===== config.mk =====
export PLATFORM = sky130hd
export DESIGN_NAME = axi_lite_rd_arbiter_flat
export DESIGN_NICKNAME = d
export VERILOG_FILES = /design/src/rtl/axi_lite_rd_arbiter_if.sv /design/src/rtl/axi_lite_rd_arbiter.sv /design/src/flat_wrapper.sv
export SDC_FILE = /design/constraint.sdc
export NUM_CORES = 1
export LEC_CHECK = 0
export ABC_AREA = 1
export BUFFER_PORTS_ARGS = -buffer_cell sky130_fd_sc_hd__buf_4
export CAP_MARGIN = 20
export CELL_PAD_IN_SITES_DETAIL_PLACEMENT = 0
export CELL_PAD_IN_SITES_GLOBAL_PLACEMENT = 1
export CORE_MARGIN = 2
export CORE_UTILIZATION = 22
export DETAILED_ROUTE_END_ITERATION = 8
export PLACE_DENSITY = 0.85
export SYNTH_ARGS = -nofsm -noshare
export SYNTH_HDL_FRONTEND = slang
export SYNTH_SLANG_ARGS = --single-unit

===== constraint.sdc =====
create_clock -name clk -period 1.25 [get_ports clk]
set_input_delay 0.25 -clock clk [delete_from_list [all_inputs] [get_ports clk]]
set_output_delay 0.25 -clock clk [all_outputs]
set_load 0.02 [all_outputs]

===== src/rtl/axi_lite_rd_arbiter_if.sv =====
// AXI4-Lite read-channel bundle (AR + R) used for both requester ports and the downstream port.
// The master modport drives AR and accepts R; the slave modport is its mirror.
interface axi_lite_rd_arbiter_if #(
    parameter int ADDR_W = 32,
    parameter int DATA_W = 32
);
    logic [ADDR_W-1:0] araddr;
    logic [2:0]        arprot;
    logic              arvalid;
    logic              arready;
    logic [DATA_W-1:0] rdata;
    logic [1:0]        rresp;
    logic              rvalid;
    logic              rready;

    modport master (output araddr, arprot, arvalid, rready,
                    input  arready, rdata, rresp, rvalid);
    modport slave  (input  araddr, arprot, arvalid, rready,
                    output arready, rdata, rresp, rvalid);
endinterface


===== src/rtl/axi_lite_rd_arbiter.sv =====
// Round-robin two-requester AXI4-Lite read arbiter, one outstanding read at a time.
// Define RD_TIMEOUT_EN to add the watchdog that answers a stalled read with SLVERR.
module axi_lite_rd_arbiter #(
    parameter int ADDR_W         = 32,
    parameter int DATA_W         = 32,
    parameter int TIMEOUT_CYCLES = 256
) (
    input  logic                  clk,
    input  logic                  rst_n,
    axi_lite_rd_arbiter_if.slave  s0,
    axi_lite_rd_arbiter_if.slave  s1,
    axi_lite_rd_arbiter_if.master m,
    output logic                  arb_busy,
    output logic                  arb_grant
);

`ifdef RD_TIMEOUT_EN
    typedef enum logic [1:0] {IDLE = 2'b00, ADDR = 2'b01, DATA = 2'b10, ERR = 2'b11} state_t;
    localparam int CNT_W = $clog2(TIMEOUT_CYCLES + 1);
    logic [CNT_W-1:0] cnt_r;
    logic             timeout_s;
`else
    typedef enum logic [1:0] {IDLE = 2'b00, ADDR = 2'b01, DATA = 2'b10} state_t;
`endif

    state_t            state_r;
    state_t            next_state_s;
    logic              accept_s;
    logic              win_s;
    logic              sel_rready_s;
    logic              r_hs_s;
    logic              rr_ptr_r;
    logic              grant_r;
    logic [ADDR_W-1:0] addr_r;
    logic [2:0]        prot_r;

    // Winner selection: a lone requester wins outright, a tie goes to rr_ptr.
    always_comb begin
        accept_s     = 1'b0;
        win_s        = 1'b0;
        sel_rready_s = grant_r ? s1.rready : s0.rready;
        r_hs_s       = (state_r == DATA) && m.rvalid && sel_rready_s;
        if ((state_r == IDLE) && rst_n) begin
            accept_s = s0.arvalid | s1.arvalid;
            win_s    = (s0.arvalid & s1.arvalid) ? rr_ptr_r : s1.arvalid;
        end else begin
            accept_s = 1'b0;
            win_s    = 1'b0;
        end
    end

`ifdef RD_TIMEOUT_EN
    assign timeout_s = (cnt_r == CNT_W'(TIMEOUT_CYCLES - 1));

    // Watchdog: restarts on every accept and runs while a read is in flight.
    always_ff @(posedge clk) begin
        if (!rst_n) begin
            cnt_r <= {CNT_W{1'b0}};
        end else if (accept_s) begin
            cnt_r <= {CNT_W{1'b0}};
        end else if ((state_r == ADDR) || (state_r == DATA)) begin
            cnt_r <= cnt_r + CNT_W'(1);
        end else begin
            cnt_r <= cnt_r;
        end
    end
`endif

    // State register.
    always_ff @(posedge clk) begin
        if (!rst_n) begin
            state_r <= IDLE;
        end else begin
            state_r <= next_state_s;
        end
    end

    // Accept-cycle capture: requester address/prot, owner, and pointer moved past the winner.
    always_ff @(posedge clk) begin
        if (!rst_n) begin
            rr_ptr_r <= 1'b0;
            grant_r  <= 1'b0;
            addr_r   <= {ADDR_W{1'b0}};
            prot_r   <= 3'b000;
        end else if (accept_s) begin
            rr_ptr_r <= ~win_s;
            grant_r  <= win_s;
            addr_r   <= win_s ? s1.araddr : s0.araddr;
            prot_r   <= win_s ? s1.arprot : s0.arprot;
        end else begin
            rr_ptr_r <= rr_ptr_r;
            grant_r  <= grant_r;
            addr_r   <= addr_r;
            prot_r   <= prot_r;
        end
    end

    // Next-state logic; an R handshake in the same cycle as the timeout wins.
    always_comb begin
        next_state_s = state_r;
        case (state_r)
            IDLE: begin
                if (accept_s) next_state_s = ADDR;
                else          next_state_s = IDLE;
            end
            ADDR: begin
`ifdef RD_TIMEOUT_EN
                if (timeout_s)      next_state_s = ERR;
                else if (m.arready) next_state_s = DATA;
                else                next_state_s = ADDR;
`else
                if (m.arready) next_state_s = DATA;
                else           next_state_s = ADDR;
`endif
            end
            DATA: begin
`ifdef RD_TIMEOUT_EN
                if (r_hs_s)         next_state_s = IDLE;
                else if (timeout_s) next_state_s = ERR;
                else                next_state_s = DATA;
`else
                if (r_hs_s) next_state_s = IDLE;
                else        next_state_s = DATA;
`endif
            end
`ifdef RD_TIMEOUT_EN
            ERR: begin
                if (sel_rready_s) next_state_s = IDLE;
                else              next_state_s = ERR;
            end
`endif
            default: next_state_s = IDLE;
        endcase
    end

    // Output decode: only the owner ever sees R traffic; the other port is held at zero.
    always_comb begin
        s0.arready = 1'b0;
        s1.arready = 1'b0;
        s0.rvalid  = 1'b0;
        s1.rvalid  = 1'b0;
        s0.rdata   = {DATA_W{1'b0}};
        s1.rdata   = {DATA_W{1'b0}};
        s0.rresp   = 2'b00;
        s1.rresp   = 2'b00;
        m.araddr   = addr_r;
        m.arprot   = prot_r;
        m.arvalid  = 1'b0;
        m.rready   = 1'b0;
        arb_busy   = (state_r != IDLE);
        arb_grant  = grant_r;
        case (state_r)
            IDLE: begin
                s0.arready = accept_s & ~win_s;
                s1.arready = accept_s & win_s;
            end
            ADDR: m.arvalid = 1'b1;
            DATA: begin
                m.rready = sel_rready_s;
                if (grant_r) begin
                    s1.rvalid = m.rvalid;
                    s1.rdata  = m.rdata;
                    s1.rresp  = m.rresp;
                end else begin
                    s0.rvalid = m.rvalid;
                    s0.rdata  = m.rdata;
                    s0.rresp  = m.rresp;
                end
            end
`ifdef RD_TIMEOUT_EN
            ERR: begin
                if (grant_r) begin
                    s1.rvalid = 1'b1;
                    s1.rresp  = 2'b10;
                end else begin
                    s0.rvalid = 1'b1;
                    s0.rresp  = 2'b10;
                end
            end
`endif
            default: m.arvalid = 1'b0;
        endcase
    end

endmodule


===== src/flat_wrapper.sv =====
// flat-port wrapper written by rule: the top's interface ports become plain ports
module axi_lite_rd_arbiter_flat 
#(
    parameter int ADDR_W         = 32,
    parameter int DATA_W         = 32,
    parameter int TIMEOUT_CYCLES = 256
)
  (clk, rst_n, arb_busy, arb_grant, s0_araddr, s0_arprot, s0_arvalid, s0_rready, s0_arready, s0_rdata, s0_rresp, s0_rvalid, s1_araddr, s1_arprot, s1_arvalid, s1_rready, s1_arready, s1_rdata, s1_rresp, s1_rvalid, m_araddr, m_arprot, m_arvalid, m_rready, m_arready, m_rdata, m_rresp, m_rvalid);
  axi_lite_rd_arbiter_if #(.ADDR_W(ADDR_W), .DATA_W(DATA_W)) s0_i ();
  axi_lite_rd_arbiter_if #(.ADDR_W(ADDR_W), .DATA_W(DATA_W)) s1_i ();
  axi_lite_rd_arbiter_if #(.ADDR_W(ADDR_W), .DATA_W(DATA_W)) m_i ();
  input  logic clk;
  input  logic rst_n;
  output logic arb_busy;
  output logic arb_grant;
  input wire logic [$bits(s0_i.araddr)-1:0] s0_araddr;
  input wire logic [$bits(s0_i.arprot)-1:0] s0_arprot;
  input wire logic [$bits(s0_i.arvalid)-1:0] s0_arvalid;
  input wire logic [$bits(s0_i.rready)-1:0] s0_rready;
  output wire logic [$bits(s0_i.arready)-1:0] s0_arready;
  output wire logic [$bits(s0_i.rdata)-1:0] s0_rdata;
  output wire logic [$bits(s0_i.rresp)-1:0] s0_rresp;
  output wire logic [$bits(s0_i.rvalid)-1:0] s0_rvalid;
  input wire logic [$bits(s1_i.araddr)-1:0] s1_araddr;
  input wire logic [$bits(s1_i.arprot)-1:0] s1_arprot;
  input wire logic [$bits(s1_i.arvalid)-1:0] s1_arvalid;
  input wire logic [$bits(s1_i.rready)-1:0] s1_rready;
  output wire logic [$bits(s1_i.arready)-1:0] s1_arready;
  output wire logic [$bits(s1_i.rdata)-1:0] s1_rdata;
  output wire logic [$bits(s1_i.rresp)-1:0] s1_rresp;
  output wire logic [$bits(s1_i.rvalid)-1:0] s1_rvalid;
  output wire logic [$bits(m_i.araddr)-1:0] m_araddr;
  output wire logic [$bits(m_i.arprot)-1:0] m_arprot;
  output wire logic [$bits(m_i.arvalid)-1:0] m_arvalid;
  output wire logic [$bits(m_i.rready)-1:0] m_rready;
  input wire logic [$bits(m_i.arready)-1:0] m_arready;
  input wire logic [$bits(m_i.rdata)-1:0] m_rdata;
  input wire logic [$bits(m_i.rresp)-1:0] m_rresp;
  input wire logic [$bits(m_i.rvalid)-1:0] m_rvalid;
  assign s0_i.araddr = s0_araddr;
  assign s0_i.arprot = s0_arprot;
  assign s0_i.arvalid = s0_arvalid;
  assign s0_i.rready = s0_rready;
  assign s0_arready = s0_i.arready;
  assign s0_rdata = s0_i.rdata;
  assign s0_rresp = s0_i.rresp;
  assign s0_rvalid = s0_i.rvalid;
  assign s1_i.araddr = s1_araddr;
  assign s1_i.arprot = s1_arprot;
  assign s1_i.arvalid = s1_arvalid;
  assign s1_i.rready = s1_rready;
  assign s1_arready = s1_i.arready;
  assign s1_rdata = s1_i.rdata;
  assign s1_rresp = s1_i.rresp;
  assign s1_rvalid = s1_i.rvalid;
  assign m_araddr = m_i.araddr;
  assign m_arprot = m_i.arprot;
  assign m_arvalid = m_i.arvalid;
  assign m_rready = m_i.rready;
  assign m_i.arready = m_arready;
  assign m_i.rdata = m_rdata;
  assign m_i.rresp = m_rresp;
  assign m_i.rvalid = m_rvalid;
  axi_lite_rd_arbiter #(.ADDR_W(ADDR_W), .DATA_W(DATA_W), .TIMEOUT_CYCLES(TIMEOUT_CYCLES)) u_core (.clk(clk), .rst_n(rst_n), .s0(s0_i), .s1(s1_i), .m(m_i), .arb_busy(arb_busy), .arb_grant(arb_grant));
endmodule

==> results.cfg <==
[cells_and_area]
final-seq-area_sq_um = 787
final_layout_size_suffix_gt1_share_pct = 54.3
final_cell_mix = 170 x buf_4, 88 x nand2_1, 78 x inv_1
layout.nets = 806
final_common_cell = buf_4
synthToLayoutAreaGrowth_pct = 132
antenna_cells = 0
fillCellCount = 1021
multi_input_area_sq_um = 1860

[sta]
hold_slack_ns = 0.220
max_slew_margin_pct = 80.6
worstMarginPinSlew_ns = 0.290
hold_viol = 0
finalCritPeriodShare_pct = 134
fin_skew_ns = 0.00697
clock.fmax_mhz = 597
drv_slew = 0
setup_violations = 110
grt_setup_unrepaired = true
fin_crit_ns = 1.67
setup_slack_ns = -0.424

[route]
vias = 3541
drt-total-wl_microns = 11000
post_drt_via_cell_ratio = 4.25
post_drt_wl_per_cell_microns = 13.1
firstDrtPassIters = 4
ant_nets = 0
drc = 0
drtIter0Drc = 91

[min_path]
hold_path.class = input pin to flip-flop

[worst_setup_path]
crit_slowest_cell = dfxtp_2
path_cells = inv_2 > nor2_4 > nand2_8 > buf_16 > nor2_4 > buf_6
endpoint_kind = primary output
crit_arrival_ns = 1.42
cp_common_cell = nor2_4
cpPeakStageDelay_ns = 0.34
crit_fanout = 8
r2r_slack_ns = -0.32
critPathLaunchType = flip-flop
criticalPathCategory = flip-flop to primary output
cp.required_ns = 1.00

[pwr]
power_density_nw_per_um2 = 734
leakage_uw = 0.00309
vdd_ir_drop_max_mv = 0.491

[synth]
synth_seq_cells = 39
synthTopCellsByArea = dfxtp_1 32%, nor2_1 21%, nand2_1 17%
synthCells = 451
yosysSeqAreaShare_pct = 31.6
yosysWarnings = 0
synth_area_sq_um = 2470
synth.distinct_cells = 16
synth_top_area_share_pct = 31.6
syn-mean-instance-area_sq_um = 5.47
syn_nets = 563
yosys.area.top_type = dfxtp_1

[grt]
grtUsageMet1_pct = 19.0
track_usage_pct = 17.1
first_global_vias = 3425
antenna_found_initial = 0
grt_pass1_wl_microns = 16400
grt_overflow = 0
busiest_layer = met2
grt.met3_usage_pct = 4.86
grt_max_degree = 56
use_met2_pct = 31.5

[clock_tree]
htree_levels = 2
clk_pin_slew_ns = 0.09
cts_made_buffers = 5
clockRootBuffer = clkbuf_8
cts_tree = built
cts_hold_buf = 0
worstSkewPairLatency_ns = 0.29
cts_max_path_buffers = 2
cts.sinks = 39

[floorplan]
core_area_sq_um = 10900
fp.dieArea_sq_um = 12100
io_pins = 223
floorplan.die.width_microns = 110
initial_core_util_pct = 22.7
die_h_microns = 110
rows = 38

[placed_design]
gp_congestion = 0.801
portBuffers = 222
dpl.hpwl_microns = 7910
dp_slack_ns = -0.144

[status]
outcome = finished with violations
violations = negative setup slack

[run]
cap_violations = 0
layout make-up:
type,count,share of cell area (%)
clock buffer,5,1.20
clock inverter,2,0.657
inverter,82,5.48
multi-input combinational,307,32.6
sequential,39,13.8
tap,140,3.07
timing repair buffer,259,43.3
cells by family after synthesis:
group,synth area share [%]
AND/OR/NAND/NOR,49.7
buffers and inverters,17.9
flip-flops,31.6
AO/OA/AOI/OAI,0.811
metal layers:
layer,up-vias,wire length [microns],share of wire (%)
li1,1791,-,-
met1,1572,4180,38
met4,0,208,1.9
met3,15,1090,10
met2,163,5470,50
met5,-,0,0
cells in the mapped netlist:
library cell,number
a21oi_1,4
nand2_2,4
buf_2,16
nand3_4,1
buf_6,3
nor2_2,3
and3_1,1
nor2_1,141
inv_2,2
buf_4,1
nand2_1,114
dfxtp_1,39
clkbuf_1,3
nand2_4,1
inv_1,80
nand3_1,38
metrics by stage:
stage	setup TNS (ns)	std cells	power, uW	area, sq um	util (%)
2_1_floorplan	0	451	2260	2970	-
6_report	-36.45	834	4190	5710	52.5
4_1_cts	-36.72	833	4220	5570	51.1
5_1_grt	-43.87	834	4440	5710	52.5
3_5_place_dp	-6.24	810	2980	4890	44.9
3_3_place_gp	-4.22	810	2960	4890	44.9
state kept, by name, summed over array words and instances (netlist names):
name	cells
u_core.arb_grant	1
u_core.m.araddr	32
u_core.m.arprot	3
u_core.rr_ptr_r	1
u_core.state_r	2
repair_timing:
action / 4_1_cts / 5_1_grt
gates cloned: 5 / 1
pin swaps: 4 / 12
buffers inserted: 11 / 1
endpoints found under the setup margin: 109 / 112
gates resized for setup: 97 / 43
path summary, 6_finish.rpt:
kind,startpoint,end,depth (start not counted)
worst max-delay path,u_core.state_r[1]$_SDFF_PN0_,s1_rdata[15],6
worst min-delay path,s0_araddr[0],u_core.m.araddr[0]$_SDFFE_PN0N_,5
worst max register to register,u_core.state_r[1]$_SDFF_PN0_,u_core.m.araddr[9]$_SDFFE_PN0N_,12
worst min register to register,u_core.m.araddr[25]$_SDFFE_PN0N_,u_core.m.araddr[25]$_SDFFE_PN0N_,2
report_power, final:
part	total, uW	internal [uW]	switching [uW]
Clock	1060	584	476
Sequential	1470	1390	85.7
Combinational	1660	790	871
critical path, delay by kind of cell (launching register included):
| family | cells | cell delay [ns] |
|---|---|---|
| simple gates | 3 | 0.44 |
| buf+inv | 3 | 0.36 |
| flops | 1 | 0.34 |
(Power assumes the default switching activity.)
